`config.mk`:
```
export PLATFORM = sky130hd
export DESIGN_NAME = alu_muldiv_flat
export DESIGN_NICKNAME = d
export VERILOG_FILES = /design/src/rtl/alu_muldiv_pkg.sv /design/src/rtl/alu_muldiv_if.sv /design/src/rtl/alu_muldiv_seq.sv /design/src/rtl/alu_muldiv.sv /design/src/flat_wrapper.sv
export SDC_FILE = /design/constraint.sdc
export NUM_CORES = 1
export LEC_CHECK = 0
export CAP_MARGIN = 20
export CORE_ASPECT_RATIO = 1.5
export CORE_MARGIN = 1
export CORE_UTILIZATION = 60
export DETAILED_ROUTE_END_ITERATION = 16
export PLACE_DENSITY = 0.83
export SLEW_MARGIN = 20
export SYNTH_ARGS = -nofsm -noshare
export SYNTH_HDL_FRONTEND = slang
export SYNTH_SLANG_ARGS = --single-unit
```
`constraint.sdc`:
```
create_clock -name clk -period 4.3 [get_ports clk]
set_input_delay 0.43 -clock clk [delete_from_list [all_inputs] [get_ports clk]]
set_output_delay 0.43 -clock clk [all_outputs]
set_load 0.005 [all_outputs]
```
`src/rtl/alu_muldiv_pkg.sv`:
```
// rtl/alu_muldiv_pkg.sv - shared opcode and state types for the ALU / mul-div datapath
package alu_muldiv_pkg;

  typedef enum logic [3:0] {
    ALU_AND  = 4'b0000,
    ALU_OR   = 4'b0001,
    ALU_ADD  = 4'b0010,
    ALU_XOR  = 4'b0011,
    ALU_NOR  = 4'b0100,
    ALU_SLTU = 4'b0101,
    ALU_SUB  = 4'b0110,
    ALU_SLT  = 4'b0111,
    ALU_SLL  = 4'b1000,
    ALU_SRL  = 4'b1001,
    ALU_SRA  = 4'b1010
  } alu_op_t;

  // bit 1 selects divide, bit 0 selects signed
  typedef enum logic [1:0] {
    MD_MULTU = 2'b00,
    MD_MULT  = 2'b01,
    MD_DIVU  = 2'b10,
    MD_DIV   = 2'b11
  } md_op_t;

  typedef enum logic [1:0] {
    IDLE = 2'b00,
    RUN  = 2'b01,
    FIX  = 2'b10
  } md_state_t;

endpackage

```
`src/rtl/alu_muldiv_if.sv`:
```
// rtl/alu_muldiv_if.sv - operand, ALU result and mul/div handshake bundle
interface alu_muldiv_if #(
  parameter int WIDTH = 8,
  parameter int SHW   = $clog2(WIDTH)
);
  logic [WIDTH-1:0] a;
  logic [WIDTH-1:0] b;
  logic [3:0]       aluop;
  logic [SHW-1:0]   shamt;
  logic [WIDTH-1:0] result;
  logic             zero;
  logic             md_start;
  logic [1:0]       md_op;
  logic             mthi;
  logic             mtlo;
  logic             busy;
  logic             done;
  logic             dbz;
  logic [WIDTH-1:0] hi;
  logic [WIDTH-1:0] lo;

  modport master (
    output a, b, aluop, shamt, md_start, md_op, mthi, mtlo,
    input  result, zero, busy, done, dbz, hi, lo
  );

  modport slave (
    input  a, b, aluop, shamt, md_start, md_op, mthi, mtlo,
    output result, zero, busy, done, dbz, hi, lo
  );
endinterface

```
`src/rtl/alu_muldiv_seq.sv`:
```
// rtl/alu_muldiv_seq.sv - iterative one-bit-per-cycle multiply/divide with HI/LO registers
module muldiv_seq
  import alu_muldiv_pkg::*;
#(
  parameter int WIDTH = 8
) (
  input  logic             clk,
  input  logic             reset,
  input  logic [WIDTH-1:0] a,
  input  logic [WIDTH-1:0] b,
  input  logic             md_start,
  input  logic [1:0]       md_op,
  input  logic             mthi,
  input  logic             mtlo,
  output logic             busy,
  output logic             done,
  output logic             dbz,
  output logic [WIDTH-1:0] hi,
  output logic [WIDTH-1:0] lo
);

  localparam int CW = $clog2(WIDTH);

  md_state_t        state;
  md_state_t        state_next;
  md_op_t           op;
  logic [CW-1:0]    count;
  logic [WIDTH-1:0] acc_hi;
  logic [WIDTH-1:0] acc_lo;
  logic [WIDTH-1:0] ma;
  logic [WIDTH-1:0] mb;
  logic [WIDTH-1:0] a_lat;
  logic             sa;
  logic             sb;

  logic             last_step;
  logic [WIDTH-1:0] a_mag;
  logic [WIDTH-1:0] b_mag;
  logic [WIDTH:0]   mul_sum;
  logic [WIDTH:0]   div_t;
  logic             div_ge;
  logic [WIDTH-1:0] div_diff;
  logic [2*WIDTH-1:0] prod;
  logic [2*WIDTH-1:0] prod_fix;
  logic [WIDTH-1:0] quo_fix;
  logic [WIDTH-1:0] rem_fix;

  assign busy      = (state != IDLE);
  assign last_step = (count == CW'(WIDTH - 1));

  always_ff @(posedge clk or negedge reset) begin
    if (!reset) state <= IDLE;
    else        state <= state_next;
  end

  always_comb begin
    state_next = state;
    case (state)
      IDLE:    if (md_start) state_next = RUN;
      RUN:     if (last_step) state_next = FIX;
      FIX:     state_next = IDLE;
      default: state_next = IDLE;
    endcase
  end

  // Operands are reduced to magnitudes up front so RUN is always unsigned.
  always_comb begin
    a_mag    = (md_op[0] && a[WIDTH-1]) ? -a : a;
    b_mag    = (md_op[0] && b[WIDTH-1]) ? -b : b;
    mul_sum  = {1'b0, acc_hi} + (acc_lo[0] ? {1'b0, ma} : '0);
    div_t    = {acc_hi, acc_lo[WIDTH-1]};
    div_ge   = (div_t >= {1'b0, mb});
    div_diff = div_t[WIDTH-1:0] - mb;
    prod     = {acc_hi, acc_lo};
    prod_fix = (op == MD_MULT && (sa ^ sb)) ? -prod : prod;
    quo_fix  = (op == MD_DIV && (sa ^ sb)) ? -acc_lo : acc_lo;
    rem_fix  = (op == MD_DIV && sa) ? -acc_hi : acc_hi;
  end

  always_ff @(posedge clk or negedge reset) begin
    if (!reset) begin
      op     <= MD_MULTU;
      count  <= '0;
      acc_hi <= '0;
      acc_lo <= '0;
      ma     <= '0;
      mb     <= '0;
      a_lat  <= '0;
      sa     <= 1'b0;
      sb     <= 1'b0;
      done   <= 1'b0;
      dbz    <= 1'b0;
      hi     <= '0;
      lo     <= '0;
    end else begin
      done <= 1'b0;
      case (state)
        IDLE: begin
          if (md_start) begin
            op     <= md_op_t'(md_op);
            count  <= '0;
            ma     <= a_mag;
            mb     <= b_mag;
            a_lat  <= a;
            sa     <= md_op[0] & a[WIDTH-1];
            sb     <= md_op[0] & b[WIDTH-1];
            acc_hi <= '0;
            acc_lo <= md_op[1] ? a_mag : b_mag;
          end else begin
            if (mthi) hi <= a;
            if (mtlo) lo <= a;
          end
        end
        RUN: begin
          count <= count + 1'b1;
          if (op[1]) begin
            acc_hi <= div_ge ? div_diff : div_t[WIDTH-1:0];
            acc_lo <= {acc_lo[WIDTH-2:0], div_ge};
          end else begin
            acc_hi <= mul_sum[WIDTH:1];
            acc_lo <= {mul_sum[0], acc_lo[WIDTH-1:1]};
          end
        end
        FIX: begin
          done <= 1'b1;
          if (op[1]) begin
            if (mb == '0) begin
              lo  <= '1;
              hi  <= a_lat;
              dbz <= 1'b1;
            end else begin
              lo  <= quo_fix;
              hi  <= rem_fix;
              dbz <= 1'b0;
            end
          end else begin
            {hi, lo} <= prod_fix;
          end
        end
        default: ;
      endcase
    end
  end

endmodule

```
`src/rtl/alu_muldiv.sv`:
```
// rtl/alu_muldiv.sv - WIDTH-generic combinational ALU plus iterative mul/div unit
module alu_muldiv
  import alu_muldiv_pkg::*;
#(
  parameter int WIDTH = 8,
  parameter int SHW   = $clog2(WIDTH)
) (
  input logic         clk,
  input logic         reset,
  alu_muldiv_if.slave bus
);

  logic [WIDTH-1:0] res;
  logic             slt_bit;
  logic             sltu_bit;

  assign slt_bit  = ($signed(bus.a) < $signed(bus.b));
  assign sltu_bit = (bus.a < bus.b);

  always_comb begin
    res = '0;
    case (alu_op_t'(bus.aluop))
      ALU_AND:  res = bus.a & bus.b;
      ALU_OR:   res = bus.a | bus.b;
      ALU_ADD:  res = bus.a + bus.b;
      ALU_XOR:  res = bus.a ^ bus.b;
      ALU_NOR:  res = ~(bus.a | bus.b);
      ALU_SUB:  res = bus.a - bus.b;
      ALU_SLT:  res = {{(WIDTH-1){1'b0}}, slt_bit};
      ALU_SLTU: res = {{(WIDTH-1){1'b0}}, sltu_bit};
      ALU_SLL:  res = bus.b << bus.shamt;
      ALU_SRL:  res = bus.b >> bus.shamt;
      ALU_SRA:  res = $unsigned($signed(bus.b) >>> bus.shamt);
      default:  res = '0;
    endcase
  end

  assign bus.result = res;
  assign bus.zero   = (res == '0);

  muldiv_seq #(.WIDTH(WIDTH)) u_muldiv (
    .clk      (clk),
    .reset    (reset),
    .a        (bus.a),
    .b        (bus.b),
    .md_start (bus.md_start),
    .md_op    (bus.md_op),
    .mthi     (bus.mthi),
    .mtlo     (bus.mtlo),
    .busy     (bus.busy),
    .done     (bus.done),
    .dbz      (bus.dbz),
    .hi       (bus.hi),
    .lo       (bus.lo)
  );

endmodule

```
`src/flat_wrapper.sv`:
```
// flat-port wrapper written by rule: the top's interface ports become plain ports
module alu_muldiv_flat import alu_muldiv_pkg::*;
#(
  parameter int WIDTH = 8,
  parameter int SHW   = $clog2(WIDTH)
)
  (clk, reset, bus_a, bus_b, bus_aluop, bus_shamt, bus_md_start, bus_md_op, bus_mthi, bus_mtlo, bus_result, bus_zero, bus_busy, bus_done, bus_dbz, bus_hi, bus_lo);
  alu_muldiv_if #(.WIDTH(WIDTH), .SHW(SHW)) bus_i ();
  input logic clk;
  input logic reset;
  input wire logic [$bits(bus_i.a)-1:0] bus_a;
  input wire logic [$bits(bus_i.b)-1:0] bus_b;
  input wire logic [$bits(bus_i.aluop)-1:0] bus_aluop;
  input wire logic [$bits(bus_i.shamt)-1:0] bus_shamt;
  input wire logic [$bits(bus_i.md_start)-1:0] bus_md_start;
  input wire logic [$bits(bus_i.md_op)-1:0] bus_md_op;
  input wire logic [$bits(bus_i.mthi)-1:0] bus_mthi;
  input wire logic [$bits(bus_i.mtlo)-1:0] bus_mtlo;
  output wire logic [$bits(bus_i.result)-1:0] bus_result;
  output wire logic [$bits(bus_i.zero)-1:0] bus_zero;
  output wire logic [$bits(bus_i.busy)-1:0] bus_busy;
  output wire logic [$bits(bus_i.done)-1:0] bus_done;
  output wire logic [$bits(bus_i.dbz)-1:0] bus_dbz;
  output wire logic [$bits(bus_i.hi)-1:0] bus_hi;
  output wire logic [$bits(bus_i.lo)-1:0] bus_lo;
  assign bus_i.a = bus_a;
  assign bus_i.b = bus_b;
  assign bus_i.aluop = bus_aluop;
  assign bus_i.shamt = bus_shamt;
  assign bus_i.md_start = bus_md_start;
  assign bus_i.md_op = bus_md_op;
  assign bus_i.mthi = bus_mthi;
  assign bus_i.mtlo = bus_mtlo;
  assign bus_result = bus_i.result;
  assign bus_zero = bus_i.zero;
  assign bus_busy = bus_i.busy;
  assign bus_done = bus_i.done;
  assign bus_dbz = bus_i.dbz;
  assign bus_hi = bus_i.hi;
  assign bus_lo = bus_i.lo;
  alu_muldiv #(.WIDTH(WIDTH), .SHW(SHW)) u_core (.clk(clk), .reset(reset), .bus(bus_i));
endmodule
```
Yosys cells after proc, flatten, opt, wreduce, memory -nomap -nowiden
Index checks and enable logic that the tools add are counted.
{ "totals": {"out_inout_bits": 28, "ff_bits": 67, "elab_cells": 107} }
{ "op_classes": {"shift": 3, "n_addsub": 10, "order_cmp": 3, "eq_ne": 20, "n_bitwise": 7, "n_reduce_logical": 18, "muxes": 32} }
{ "op_table": {"columns": ["cell", "n"], "rows": [
  ["8-bit two-way mux", 19],
  ["8-bit one-hot mux with 11 select lines", 1],
  ["8-bit one-hot mux with 2 select lines", 4],
  ["8-bit negation", 4],
  ["4-bit by 3-bit equality test with 1-bit output, second input constant", 4],
  ["8-bit logical NOT", 2],
  ["8-bit less-than comparator", 2],
  ["16-bit two-way mux", 1],
  ["16-bit negation", 1],
  ["8-bit subtractor", 2],
  ["4-bit equality test, second input constant", 3],
  ["2-bit inequality test, second input constant", 5],
  ["8-bit by 8-bit adder with 9-bit output", 1],
  ["9-bit by 8-bit greater-or-equal comparator with 1-bit output", 1],
  ["8-bit adder", 1],
  ["8-bit bitwise AND", 1],
  ["4-bit by 2-bit equality test with 1-bit output, second input constant", 2],
  ["8-bit NOT", 1],
  ["8-bit OR", 1],
  ["2-bit AND reduction", 4],
  ["8-bit by 3-bit << shifter with 8-bit output", 1],
  ["8-bit by 3-bit right shift with 8-bit output", 1],
  ["8-bit by 3-bit >>> shifter with 8-bit output", 1],
  ["8-bit XOR", 1],
  ["other kinds (17)", 29]
]} }

Longest topological paths before layout
{ "logic_depth": {"ltp_word": 6, "ltp_mapped": 11, "ltp_nobuf": 11} }

Cells and area by module
A second synthesis with hierarchy kept.
{ "hier_totals": {"cells_unflattened": 798, "area_unflattened_um2": 6458.7} }
{ "by_module_without_submodules": {"columns": ["module", "area_per_inst_um2", "cells_per_inst", "seq_area_each_um2", "n_inst"], "rows": [
  ["muldiv_seq", 4556.9, 542, 1651.6, 1],
  ["alu_muldiv", 1901.8, 256, 0.0, 1]
]} }

Worst setup path before layout
OpenSTA, ideal clock, no wires.
{ "synth_path": {"kind": "input to output", "from": "input port bus_b[5]", "to": "output port bus_zero", "t_arrival_ns": 2.671, "n_path_buf": 2, "setup_slack_ns": 1.199, "cell_stages": 11, "required_time_ns": 3.870, "cell_sequence": "clkbuf_1 > inv_1 > ha_1 > clkbuf_1 > inv_1 > a221o_1 > o211ai_1 > nand4_1 > a211o_1 > nand4bb_1 > nor4b_2"} }
{ "synth_lines": {"columns": ["element", "line", "rtl"], "rows": [
  ["start, declared", "flat_wrapper.sv:12", "input wire logic [$bits(bus_i.b)-1:0] bus_b;"],
  ["8-bit subtractor (tied with other cells)", "alu_muldiv.sv:28", "ALU_SUB: res = bus.a - bus.b;"],
  ["8-bit one-hot mux with 11 select lines *", "alu_muldiv.sv:22", "case (alu_op_t'(bus.aluop))"],
  ["via bus_result[6]", "flat_wrapper.sv:19", "output wire logic [$bits(bus_i.result)-1:0] bus_result;"],
  ["8-bit logical NOT *", "alu_muldiv.sv:39", "assign bus.zero = (res == '0);"],
  ["end, declared", "flat_wrapper.sv:20", "output wire logic [$bits(bus_i.zero)-1:0] bus_zero;"]
]} }
The timed path passes the listed nets; every way through them passes the cells marked *.

Worst setup path after layout
{ "layout_path": {"from": "input port bus_a[1]", "to": "output port bus_zero"} }
{ "layout_via": {"elab_chain_cells": 4} }
{ "layout_rtl": {"columns": ["element", "line", "rtl"], "rows": [
  ["start, declared", "flat_wrapper.sv:11", "input wire logic [$bits(bus_i.a)-1:0] bus_a;"],
  ["branches (longest 2 deep; another with 8-bit subtractor)", null, null],
  ["8-bit one-hot mux with 11 select lines *", "alu_muldiv.sv:22", null],
  ["8-bit logical NOT *", "alu_muldiv.sv:39", null]
]} }
Mark *: on every way between the ends.

==> flow_summary.toml <==
[detailed_routing]
antenna_left = 0
vias_per_cell = 6.565
wirelength_microns = 21390
wl_per_cell_microns = 21.74
dr_total_vias = 6460
drt_iter0_drc = 527
drtPass1Iterations = 6
drc = 0

[sta]
period_share_pct = 95.53
setup_viol = 0
setup_ws_ns = 0.1923
rsz0062_at_grt = "no"
max-slew-margin-rel_pct = 38.02
finalHoldViolCount = 0
skew_ns = 0.004702
worst-slew-pin-transition_ns = 0.9278
final.min_clock_period_ns = 4.108
maxSlewViolCount = 0
fmax_ghz = 0.2434
tns_ns = 0

[power_and_ir_drop]
leakage_nw = 3.275
ir_worst_vdd_v = 0.0002854
power_density_nw_per_um2 = 603.8

[worst_setup_path]
crit_chain = "clkdlybuf4s50_1 > inv_1 > ha_1 > o21bai_1 > a21oi_1 > a211oi_1 > o2111ai_1 > nor3b_1 > nand4bb_1 > nor4b_2 > clkdlybuf4s50_1"
crit_fanout = 5
path_class = "in2out"
critical-path-max-stage-delay_ns = 0.59
cp_num_buf_inv = 3
required_ns = 3.87
path_common_cell = "clkdlybuf4s50_1"
cp_slowest_cell = "clkdlybuf4s50_1"
cp.arrival_ns = 3.68
cp_top_family = "buffers and inverters"
worst_setup_path_end_kind = "primary output"
start_kind = "primary input"

[yosys]
ys_async_sr_fraction_pct = 100.0
yosys_warnings = 0
synth_area_leader_cell = "dfrtp_1"
synthTopCellsByArea = "dfrtp_1 26%, ha_1 9.1%, o21ai_0 6.2%"
ys.flop_type = "dfrtp_1"
syn_avg_cell_area_sq_um = 8.171
synth_top_area_share_pct = 25.65
netlist_area_sq_um = 6439
synth_edf_count = 0
synthDistinctLibCells = 78
yosysSeqAreaShare_pct = 25.65
syn-num-nets = 869
synth.ff_latch_count = 66
synthCells = 788

[die]
core_sq_um = 10530
pin_count = 58
die_y_microns = 128.9
rows = 46
die-area_sq_um = 11160
initial_core_util_pct = 61.13
die_width_microns = 86.58

[place]
hpwl_microns = 16230
dp_worst_setup_slack_ns = 0.2226
numPortBuffers = 57
gp_congestion = 0.9743

[run_status]
status = "complete, no violations"

[job]
maxCapViolations = 0

[clocking]
h-tree-depth = 3
root_buffer = "clkbuf_16"
cts_setup_buffers = 0
clkLatencyLatePin_ns = 0.34
clock_sinks = 66
cts_hold_buffers = 0
cts_tree = "done"
ctsLongestPathBuffers = 2
cts_resized = 0
cts_buffers = 9
clk_pin_slew_ns = 0.05

[global_route]
grt_pass1_vias = 6371
grt_util_all_layers_pct = 39.60
grt_pass1_wl_microns = 33240
antenna_found_initial = 0
grt_max_degree = 51
grt_overflow = 0

[finish]
final_nets = 916
syn2layout_area_growth_pct = 16.30
final_common_cell = "nand2_1"
final_cell_mix = "87 x nand2_1, 80 x o21ai_0, 66 x dfrtp_1"
layout-drive-gt1-share_pct = 9.048
antenna_cells = 0

[min_path]
hold_class = "in2async"
registers in the layout (all words and copies together), names as in the netlist, 3 cells and up:
register	cells
u_core.u_muldiv.acc_lo	8
u_core.u_muldiv.a_lat	7
u_core.u_muldiv.acc_hi	8
u_core.u_muldiv.ma	8
u_core.u_muldiv.mb	8
u_core.u_muldiv.lo	8
u_core.u_muldiv.count	3
u_core.u_muldiv.hi	8
where the power goes:
| part | switching [mW] | internal [mW] | leakage, nW |
|---|---|---|---|
| clock network | 0.276 | 0.505 | 0.151 |
| logic | 1.41 | 1.07 | 2.32 |
| registers | 0.349 | 0.913 | 0.808 |
final timing paths:
check | start | to | slack, ns | cells past startpoint
worst max register to register | u_core.u_muldiv.acc_hi[1] | u_core.u_muldiv.acc_hi[4] | 1.47 | 7
min in group clk | u_core.u_muldiv.ma[4] | u_core.u_muldiv.ma[4] | 0.47 | 2
worst min register to register | u_core.u_muldiv.ma[4] | u_core.u_muldiv.ma[4] | 0.47 | 2
worst min-delay path | reset | u_core.u_muldiv.acc_hi[3] | 0.06 | 1
worst max-delay path | bus_a[1] | bus_zero | 0.19 | 11
max in group asynchronous | reset | u_core.u_muldiv.done | 3.30 | 2
final cells by class:
cell class,instances,area (sq um)
tap,144,180.2
timing repair buffer,89,805.8
sequential,66,1652
clock buffer,9,225.2
inverter,47,176.4
clock inverter,7,93.84
fill,833,3044
multi-input combinational,622,4355
per-layer routing:
layer / up-vias / part of all wire (%) / wire, microns / track usage, %
met2: 366 / 51 / 10930 / 70.17
met5: - / 0 / 0 / 0
li1: 2942 / - / - / -
met1: 3046 / 35 / 7517 / 42.26
met3: 106 / 5.7 / 1225 / 5.324
met4: 0 / 8.0 / 1717 / 29.90
cells by family (layout without fill, tap and decap cells):
| logic type | after synthesis | after routing | synth area share (%) |
|---|---|---|---|
| AOI/OAI and AO/OA | 248 | 248 | 25.36 |
| adders and majority gates | 51 | 51 | 10.38 |
| xor gates and xnor gates | 48 | 48 | 6.529 |
| DFF | 66 | 66 | 25.65 |
| muxes | 39 | 39 | 7.637 |
| and+or+nand+nor | 236 | 236 | 17.70 |
| buffers and inverters | 100 | 152 | 6.743 |
synthesized netlist by cell type (all sizes together), types with 12 or more instances:
library cell and number:
nand3 13, dfrtp 66, nand2 88, mux2i 30, xnor2 29, ha 47
inv 45, and2 12, buf 12, a211oi 20, o21ai 81, nor3 18
xor2 19, clkbuf 40, nor2 51, a31oi 14, a21oi 51
metrics by stage:
| stage | util [%] | power, mW | area (sq um) | std cells | hold WS (ns) |
|---|---|---|---|---|---|
| after floorplan | - | 2.899 | 6439 | 788 | 0.1344 |
| after global placement | 68.07 | 3.526 | 7169 | 968 | 0.4245 |
| after detailed placement | 68.07 | 3.642 | 7169 | 968 | 0.4425 |
| after CTS | 71.10 | 4.454 | 7488 | 984 | 0.08197 |
| after global routing | 71.10 | 4.821 | 7488 | 984 | 0.1107 |
| final | 71.10 | 4.521 | 7488 | 984 | 0.06300 |
No activity file was read; power rests on OpenSTA's default activity.
